$ cat src/rtl/lsu_pkg.sv
// Shared definitions for the RV32I load/store unit: funct3 codes, FSM states,
// the default bus timeout and the funct3 legality check.
package lsu_pkg;

    localparam logic [2:0] F3_B  = 3'b000;
    localparam logic [2:0] F3_H  = 3'b001;
    localparam logic [2:0] F3_W  = 3'b010;
    localparam logic [2:0] F3_BU = 3'b100;
    localparam logic [2:0] F3_HU = 3'b101;

    localparam int unsigned LSU_TIMEOUT_DEFAULT = 32'd255;

    typedef enum logic [1:0] {
        ST_IDLE = 2'd0,
        ST_REQ  = 2'd1,
        ST_RESP = 2'd2
    } lsu_state_t;

    // Unsigned widths only make sense for loads.
    function automatic logic f3_legal(input logic is_st, input logic [2:0] f3);
        logic ok;
        case (f3)
            F3_B, F3_H, F3_W: ok = 1'b1;
            F3_BU, F3_HU:     ok = ~is_st;
            default:          ok = 1'b0;
        endcase
        return ok;
    endfunction

endpackage

$ cat src/rtl/lsu_align.sv
// Byte-lane steering for the LSU: store strobes/replicated data from the
// request fields, and load extraction/extension from the returned bus word.
module lsu_align (
    input  logic [2:0]  st_funct3,
    input  logic [1:0]  st_addr_lo,
    input  logic [31:0] store_data,
    output logic [3:0]  wstrb,
    output logic [31:0] wdata,
    input  logic [2:0]  ld_funct3,
    input  logic [1:0]  ld_addr_lo,
    input  logic [31:0] rdata,
    output logic [31:0] load_data
);
    import lsu_pkg::*;

    logic [7:0]  byte_s;
    logic [15:0] half_s;

    // Store side: strobe pattern and lane replication by access width.
    always_comb begin
        wstrb = 4'b0000;
        wdata = 32'h0000_0000;
        case (st_funct3)
            F3_B: begin
                wstrb = 4'b0001 << st_addr_lo;
                wdata = {4{store_data[7:0]}};
            end
            F3_H: begin
                wstrb = 4'b0011 << {st_addr_lo[1], 1'b0};
                wdata = {2{store_data[15:0]}};
            end
            F3_W: begin
                wstrb = 4'b1111;
                wdata = store_data;
            end
            default: begin
                wstrb = 4'b0000;
                wdata = 32'h0000_0000;
            end
        endcase
    end

    // Load side: pick the addressed lane, then sign- or zero-extend.
    always_comb begin
        byte_s    = rdata[{ld_addr_lo, 3'b000} +: 8];
        half_s    = ld_addr_lo[1] ? rdata[31:16] : rdata[15:0];
        load_data = 32'h0000_0000;
        case (ld_funct3)
            F3_B:    load_data = {{24{byte_s[7]}}, byte_s};
            F3_BU:   load_data = {24'h00_0000, byte_s};
            F3_H:    load_data = {{16{half_s[15]}}, half_s};
            F3_HU:   load_data = {16'h0000, half_s};
            F3_W:    load_data = rdata;
            default: load_data = 32'h0000_0000;
        endcase
    end

endmodule

$ cat src/rtl/load_store_unit.sv
// RV32I memory-stage LSU with a single-outstanding req/ack bus and timeout.
// Define LSU_MISALIGN_TRAP_EN to fault misaligned H/W accesses instead of aligning them.
module load_store_unit
    import lsu_pkg::*;
#(
    parameter int unsigned TIMEOUT_CYCLES = LSU_TIMEOUT_DEFAULT
) (
    input  logic        clk,
    input  logic        rst,
    input  logic        req_valid,
    input  logic        is_load,
    input  logic        is_store,
    input  logic [2:0]  funct3,
    input  logic [31:0] addr,
    input  logic [31:0] store_data,
    output logic        busy,
    output logic        done,
    output logic        err,
    output logic [31:0] mem_r_data,
    output logic        bus_req,
    output logic        bus_we,
    output logic [31:0] bus_addr,
    output logic [31:0] bus_wdata,
    output logic [3:0]  bus_wstrb,
    input  logic        bus_ack,
    input  logic [31:0] bus_rdata
);

    localparam int unsigned     CNT_W    = $clog2(TIMEOUT_CYCLES + 1);
    localparam logic [CNT_W-1:0] CNT_LAST = CNT_W'(TIMEOUT_CYCLES - 1);

    lsu_state_t       state_r;
    logic [CNT_W-1:0] cnt_r;
    logic [2:0]       ld_funct3_r;
    logic [1:0]       ld_addr_lo_r;
    logic             busy_r, done_r, err_r, bus_req_r, bus_we_r;
    logic [31:0]      mem_r_data_r, bus_addr_r, bus_wdata_r;
    logic [3:0]       bus_wstrb_r;

    logic             half_s, word_s, accept_ok_s;
    logic [1:0]       eff_lo_s;
    logic [3:0]       wstrb_s;
    logic [31:0]      wdata_s, load_data_s;

    // Request decode: legality and the effective low address bits.
    always_comb begin
        half_s = (funct3[1:0] == 2'b01);
        word_s = (funct3[1:0] == 2'b10);
`ifdef LSU_MISALIGN_TRAP_EN
        eff_lo_s    = addr[1:0];
        accept_ok_s = (is_load ^ is_store) && f3_legal(is_store, funct3)
                      && !((half_s && addr[0]) || (word_s && (addr[1:0] != 2'b00)));
`else
        accept_ok_s = (is_load ^ is_store) && f3_legal(is_store, funct3);
        if (word_s) begin
            eff_lo_s = 2'b00;
        end else if (half_s) begin
            eff_lo_s = {addr[1], 1'b0};
        end else begin
            eff_lo_s = addr[1:0];
        end
`endif
    end

    lsu_align u_align (
        .st_funct3  (funct3),
        .st_addr_lo (eff_lo_s),
        .store_data (store_data),
        .wstrb      (wstrb_s),
        .wdata      (wdata_s),
        .ld_funct3  (ld_funct3_r),
        .ld_addr_lo (ld_addr_lo_r),
        .rdata      (bus_rdata),
        .load_data  (load_data_s)
    );

    // Access FSM, timeout counter and all registered outputs.
    always_ff @(posedge clk) begin
        if (rst) begin
            state_r      <= ST_IDLE;
            cnt_r        <= '0;
            ld_funct3_r  <= 3'b000;
            ld_addr_lo_r <= 2'b00;
            busy_r       <= 1'b0;
            done_r       <= 1'b0;
            err_r        <= 1'b0;
            mem_r_data_r <= 32'h0000_0000;
            bus_req_r    <= 1'b0;
            bus_we_r     <= 1'b0;
            bus_addr_r   <= 32'h0000_0000;
            bus_wdata_r  <= 32'h0000_0000;
            bus_wstrb_r  <= 4'b0000;
        end else begin
            case (state_r)
                ST_IDLE: begin
                    if (req_valid) begin
                        busy_r       <= 1'b1;
                        mem_r_data_r <= 32'h0000_0000;
                        cnt_r        <= '0;
                        if (accept_ok_s) begin
                            state_r      <= ST_REQ;
                            bus_req_r    <= 1'b1;
                            bus_we_r     <= is_store;
                            bus_addr_r   <= {addr[31:2], 2'b00};
                            bus_wstrb_r  <= is_store ? wstrb_s : 4'b0000;
                            bus_wdata_r  <= is_store ? wdata_s : 32'h0000_0000;
                            ld_funct3_r  <= funct3;
                            ld_addr_lo_r <= eff_lo_s;
                        end else begin
                            // Rejected requests complete without touching the bus.
                            state_r <= ST_RESP;
                            done_r  <= 1'b1;
                            err_r   <= 1'b1;
                        end
                    end
                end
                ST_REQ: begin
                    if (bus_ack) begin
                        state_r      <= ST_RESP;
                        bus_req_r    <= 1'b0;
                        done_r       <= 1'b1;
                        err_r        <= 1'b0;
                        mem_r_data_r <= bus_we_r ? 32'h0000_0000 : load_data_s;
                    end else if (cnt_r == CNT_LAST) begin
                        state_r      <= ST_RESP;
                        bus_req_r    <= 1'b0;
                        done_r       <= 1'b1;
                        err_r        <= 1'b1;
                        mem_r_data_r <= 32'h0000_0000;
                    end else begin
                        cnt_r <= cnt_r + CNT_W'(1);
                    end
                end
                ST_RESP: begin
                    state_r <= ST_IDLE;
                    done_r  <= 1'b0;
                    err_r   <= 1'b0;
                    busy_r  <= 1'b0;
                end
                default: begin
                    state_r   <= ST_IDLE;
                    bus_req_r <= 1'b0;
                    done_r    <= 1'b0;
                    err_r     <= 1'b0;
                    busy_r    <= 1'b0;
                end
            endcase
        end
    end

    assign busy       = busy_r;
    assign done       = done_r;
    assign err        = err_r;
    assign mem_r_data = mem_r_data_r;
    assign bus_req    = bus_req_r;
    assign bus_we     = bus_we_r;
    assign bus_addr   = bus_addr_r;
    assign bus_wdata  = bus_wdata_r;
    assign bus_wstrb  = bus_wstrb_r;

endmodule

$ cat config.mk
export PLATFORM = sky130hd
export DESIGN_NAME = load_store_unit
export DESIGN_NICKNAME = d
export VERILOG_FILES = /design/src/rtl/lsu_pkg.sv /design/src/rtl/lsu_align.sv /design/src/rtl/load_store_unit.sv
export SDC_FILE = /design/constraint.sdc
export NUM_CORES = 1
export LEC_CHECK = 0
export ABC_AREA = 1
export BUFFER_PORTS_ARGS = -buffer_cell sky130_fd_sc_hd__buf_2
export CORE_ASPECT_RATIO = 1.2
export CORE_MARGIN = 8
export CORE_UTILIZATION = 53
export CTS_CLUSTER_DIAMETER = 100
export DETAILED_ROUTE_END_ITERATION = 8
export PLACE_DENSITY = 0.94
export SLEW_MARGIN = 20
export SYNTH_ARGS = -nofsm -noshare
export SYNTH_HDL_FRONTEND = slang
export SYNTH_SLANG_ARGS = --single-unit
$ cat constraint.sdc
create_clock -name clk -period 4.4 [get_ports clk]
set_input_delay 0.44 -clock clk [delete_from_list [all_inputs] [get_ports clk]]
set_output_delay 0.44 -clock clk [all_outputs]
set_load 0.005 [all_outputs]
=== Word-level counts from Yosys, hierarchy flattened ===
Index checks and enable logic that the tools add are counted.

* Magnitude comparators: 0
* Shift-type cells: 3
* Bitwise operators: 4
* Muxes and demuxes: 37
* Reductions and logical operators: 14
* Divide/modulo/power cells: 0
* Add/subtract/negate cells: 1
* Equality and inequality tests: 19
* Multipliers: 0

{| class="wikitable"
|+ Operator list
! kind !! number
|-
| $mux 32 || 5
|-
| $pmux 32 s5 || 1
|-
| $pmux 32 s3 || 1
|-
| $pmux 32 s2 || 1
|-
| $shiftx 32x6->8 || 1
|-
| $mux 8 || 3
|-
| $mux 16 || 1
|-
| $pmux 8 s2 || 1
|-
| $eq 3x3->1 const B || 4
|-
| $pmux 4 s3 || 1
|-
| $mux 1 || 11
|-
| $mux 2 || 5
|-
| $ne 2x2->1 const B || 5
|-
| $reduce_and 3->1 || 3
|-
| $add 8x1->8 const B || 1
|-
| $eq 8x8->1 const B || 1
|-
| $pmux 1 s2 || 4
|-
| $reduce_and 4->1 || 2
|-
| $eq 3x1->1 const B || 2
|-
| $eq 3x2->1 const B || 2
|-
| $logic_not 3->1 || 2
|-
| $eq 2x1->1 const B || 2
|-
| $eq 2x2->1 const B || 2
|-
| $mux 4 || 1
|-
| other kinds (13) || 16
|}

* Memories: 0
* Latch bits: 0
* Word-level logic and storage cells: 91
* RAM bits: 0
* Memory bits (read-only): 0
* Output and inout port bits: 105
* Bits in registers: 118

=== Depth between registers and ports, before layout ===
* Depth in word-level cells: 7
* Mapped depth: 11

=== Hierarchy ===
Synthesis repeated with hierarchy kept, for this count alone.

* Cell total of the unflattened synthesis: 901
* Area, all modules: 5923.2 µm²

{| class="wikitable"
|+ Modules (own cells, without submodules)
! module !! instances !! area an instance (µm²) !! cells an instance !! sequential area each (µm²)
|-
| load_store_unit || 1 || 4526.8 || 578 || 2362.3
|-
| lsu_align || 1 || 1396.3 || 323 || 0.0
|}

=== Worst setup path before layout ===
OpenSTA, ideal clock, no wires.

* Kind: input-to-reg
* From: input port funct3[2]
* To: register bus_addr_r[28], in the netlist bus_addr[28]
* Setup slack: 2.754 ns
* Path buffers: 4
* Setup time: 0.132 ns
* Arrival: 1.514 ns
* Stages: 9
* Cell sequence: buf_2 a21o_1 buf_4 nand2_4 nand4_4 buf_2 buf_2 nand2_1 a21oi_1

* Cells in the longest elaborated chain, start to end: 5
* Elaborated cells on any way between the ends: 10
* Those cells by class: 4 x eq/ne; 1 x mux; 5 x reduce/logical

{| class="wikitable"
|+ RTL lines
! item !! line !! source
|-
| start: declaration || load_store_unit.sv:13 || <nowiki>input logic [2:0] funct3,</nowiki>
|-
| $eq 3x1->1, or another cell as far along || lsu_pkg.sv:22 || <nowiki>case (f3)</nowiki>
|-
| $reduce_or 3->1 / $reduce_or 2->1 (equally long branches) || lsu_pkg.sv:22 ||
|-
| $pmux 1 s2 (*) || lsu_pkg.sv:22 ||
|-
| $logic_and 1x1->1 (*) || load_store_unit.sv:54 || <nowiki>accept_ok_s = (is_load ^ is_store) && f3_legal(is_store, funct3);</nowiki>
|-
| $reduce_and 3->1 (no source line) (*) || n/a ||
|-
| end signal: assignment || load_store_unit.sv:104 || <nowiki>bus_addr_r <= {addr[31:2], 2'b00};</nowiki>
|-
| end: declaration || load_store_unit.sv:37 || <nowiki>logic [31:0] mem_r_data_r, bus_addr_r, bus_wdata_r;</nowiki>
|}

Every way passes the cells marked *; elsewhere a longest branch is shown, timed or not.
A chain may end at the register's enable or synchronous reset.

=== Worst setup path after layout ===
* From: register ld_addr_lo_r[1]
* To: register mem_r_data_r[9], in the netlist mem_r_data[9]

* Cells in the longest elaborated chain, start to end: 5
* Elaborated cells on any way between the ends: 6
* Those cells by class: 1 x shift; 5 x mux

{| class="wikitable"
|+ RTL lines
! item !! line !! source
|-
| start: declaration || load_store_unit.sv:35 || <nowiki>logic [1:0] ld_addr_lo_r;</nowiki>
|-
| start signal: assignment || load_store_unit.sv:108 || <nowiki>ld_addr_lo_r <= eff_lo_s;</nowiki>
|-
| $shiftx 32x6->8 / $mux 16 (equally long branches) || lsu_align.sv:45, lsu_align.sv:46 ||
|-
| $pmux 32 s5 (*) || lsu_align.sv:48 || <nowiki>case (ld_funct3)</nowiki>
|-
| $mux 32 (*) || load_store_unit.sv:123 || <nowiki>mem_r_data_r <= bus_we_r ? 32'h0000_0000 : load_data_s;</nowiki>
|-
| $mux 32 (*) || load_store_unit.sv:118 || <nowiki>if (bus_ack) begin</nowiki>
|-
| $pmux 32 s2 (*) || load_store_unit.sv:94 || <nowiki>case (state_r)</nowiki>
|-
| end signal: assignment || load_store_unit.sv:123 ||
|-
| end: declaration || load_store_unit.sv:37 ||
|}

Marks and branches as above.

==> results.md <==
- Boundary pin count: 210
- # setup viols final: 0
- Leak Pwr: 3.31 nW
- CP Capture Type: register
- Total Routing Usage GR: 24.1%
- Largest net degree at the start of global routing: 80
- Layout cell share with drive strength beyond 1: 25.2%
- Clk sink count: 118
- DR WL/cell: 14.9 um
- Crit Path Max Fanout: 25
- Critical path arrival: 2.75 ns
- Netlist cell types: 30
- ANT cells: 0
- Syn Inst Count: 838
- Max-cap viol count: 0
- First-pass detailed-route iteration total: 5
- Pin slew with the least headroom to its limit: 1.06 ns
- RSZ-0062 raised after global routing: no
- Num rows: 41
- Final Critical Period: 2.42 ns
- Hold_buf cts: 0
- Fmax: 414 MHz
- Seq cells post-synth: 118
- DP HPWL: 12500 um
- Final period utilization: 55.0%
- Initial antenna violation count: 0
- Average size of a mapped cell: 6.64 um^2
- Area growth syn-to-layout: 28.1%
- DRT antenna net count: 0
- Fin. max-slew vios: 0
- Area of the multi-input gates: 0.00280 mm^2
- Crit start category: register
- Min-Delay Path Class: input pin to register
- Register area: 0.00236 mm^2
- Mapped cell area: 0.00557 mm^2
- Final Skew: 0.00588 ns
- CP Class: register to register
- YS warnings: 0
- Die ar.: 0.0141 mm^2
- Outcome: complete, no violations
- Fill cells: 907
- Via density: 5.39
- Slew margin rel.: 29.2%
- Clock Latency Late Sink: 0.41 ns
- Setup TNS: 0 ns
- Place WS: 1.72 ns
- CTS clk-pin slew, worst paths: 0.06 ns
- # nets final: 1126
- Routability cong.: 0.904
- Final hold vios: 0
- TritonCTS clock tree: done
- Power per cell area: 387 mW/mm^2
- Worst vdd ir: 0.293 mV
- DRT iter0 DRCs: 440
- Sequential cell area fraction in the yosys report: 42.4%
- Worst Path Required: 4.73 ns
- Vias in the first global route: 5889
- IO Port Bufs: 207
- Clk root buf: clkbuf_16
- CTS buffer count: 17
- Vias: 6252
- First-pass GRT wire length: 27200 um
- Die Wd: 110 um
- Core area: 0.0104 mm^2
- Post-Route WL: 17400 um
- Starting Density: 53.7%
- H-tree depth: 4
- Pwr Total: 0.00276 W
- Setup bufs post-CTS: 0
- Total grt overflow: 0
- Residual DRC count: 0
- Chip height: 128 um
- Clock Path Buffers: 2
- Cts repair resizes: 0
- Setup WS post-layout: 1.98 ns
## Yosys cell counts
cell type	count	area [um^2]
nand4_4	1	21.3
xor2_2	1	16.3
nand2_4	1	11.3
o22ai_1	2	12.5
inv_1	41	154
o21ai_0	15	75.1
clkbuf_1	29	109
and2_1	1	6.26
conb_1	1	3.75
buf_6	4	45.0
buf_4	4	30.0
nor4_2	1	12.5
ha_1	2	25.0
nor2_1	24	90.1
inv_2	2	7.51
nor3_1	10	50.1
nand3b_1	3	22.5
dfxtp_1	118	2360
nand3_1	80	400
a21oi_1	121	606
o21ai_2	1	8.76
nand2_2	1	6.26
xor2_1	2	17.5
or2_2	7	43.8
o211ai_1	7	52.6
buf_2	14	70.1
nand2_1	340	1280
nor2_2	1	6.26
a21o_1	1	7.51
nand4_1	3	18.8
## worst paths after layout
check | startpoint | to | slack, ns | cells after the start
min | addr[21] | bus_addr[21]$_SDFFE_PP0P_ | 0.28 | 3
min reg2reg | done$_SDFFE_PP0P_ | done$_SDFFE_PP0P_ | 0.46 | 2
max | ld_addr_lo_r[1]$_SDFFE_PP0P_ | mem_r_data[9]$_SDFFE_PP0P_ | 1.98 | 8
max reg2reg | ld_addr_lo_r[1]$_SDFFE_PP0P_ | mem_r_data[9]$_SDFFE_PP0P_ | 1.98 | 8
## stage by stage
stage	util (%)	cell area [um^2]	std cells	hold WS (ns)
floorplan	-	5570	839	0.455
global route	68.8	7130	1161	0.265
CTS	68.8	7130	1161	0.260
detailed placement	63.3	6560	1129	0.449
global placement	63.3	6560	1129	0.444
finish	68.8	7130	1161	0.279
## state kept, by name, indices dropped and copies added, names as in the netlist
signal,cells
bus_we,1
busy,1
bus_wdata,32
cnt_r,8
bus_req,1
bus_addr,30
ld_addr_lo_r,2
state_r,2
done,1
bus_wstrb,4
ld_funct3_r,3
err,1
mem_r_data,32
## worst max-delay path: stages, from the launching register on
cell and delay, ns:
dfxtp_1 0.67, inv_1 0.38, nand2_1 0.17, nand3_1 0.08, nand2_1 0.08, nand2_1 0.48
nand3_1 0.27, nand2_1 0.08, a21oi_1 0.13
## metal layers
| layer | global-route usage, % | routed length, um | vias up |
|---|---|---|---|
| met5 | 0 | 0 | - |
| met4 | 10.1 | 446 | 0 |
| met3 | 8.95 | 1920 | 43 |
| met2 | 40.9 | 8710 | 329 |
| met1 | 26.2 | 6270 | 2811 |
| li1 | - | - | 3069 |
## cell usage in the layout (no fill, tap or decap), types with 3 or more instances in the layout
| master | netlist | final |
|---|---|---|
| nand3_1 | 80 | 80 |
| buf_2 | 14 | 206 |
| o211ai_1 | 7 | 7 |
| or2_2 | 7 | 7 |
| clkbuf_16 | 0 | 17 |
| nand2_1 | 340 | 340 |
| o21ai_0 | 15 | 15 |
| buf_4 | 4 | 6 |
| nand4_1 | 3 | 3 |
| clkinv_4 | 0 | 3 |
| nor3_1 | 10 | 10 |
| nor2_1 | 24 | 24 |
| a21oi_1 | 121 | 121 |
| inv_1 | 41 | 41 |
| nand3b_1 | 3 | 3 |
| clkinvlp_4 | 0 | 6 |
| dfxtp_1 | 118 | 118 |
## layout make-up
cell class	instances	area share, %
clock buffer	18	6.16
clock inverter	14	1.81
inverter	43	2.26
multi-input combinational	627	39.3
sequential	118	33.1
tap	129	2.26
timing repair buffer	212	15.1
## power breakdown
part,leakage [nW],total [W],internal [W],switching [W]
clock network,0.261,0.00130,0.000793,0.000507
registers,0.954,0.00112,0.00110,0.0000182
logic,2.09,0.000342,0.000118,0.000224
total,3.31,0.00276,0.00201,0.000749
## cells by family (layout without fill, tap and decap cells)
| logic type | count (synthesis) | after routing | synth area share, % |
|---|---|---|---|
| xor gates and xnor gates | 3 | 3 | 0.607 |
| buffers and inverters | 94 | 287 | 7.46 |
| AOI/OAI and AO/OA | 147 | 147 | 13.7 |
| and+or+nand+nor | 473 | 473 | 35.3 |
| DFF | 118 | 118 | 42.4 |
| other | 1 | 2 | 0.0674 |
| adders and majority gates | 2 | 2 | 0.449 |
(Power assumes the default switching activity.)
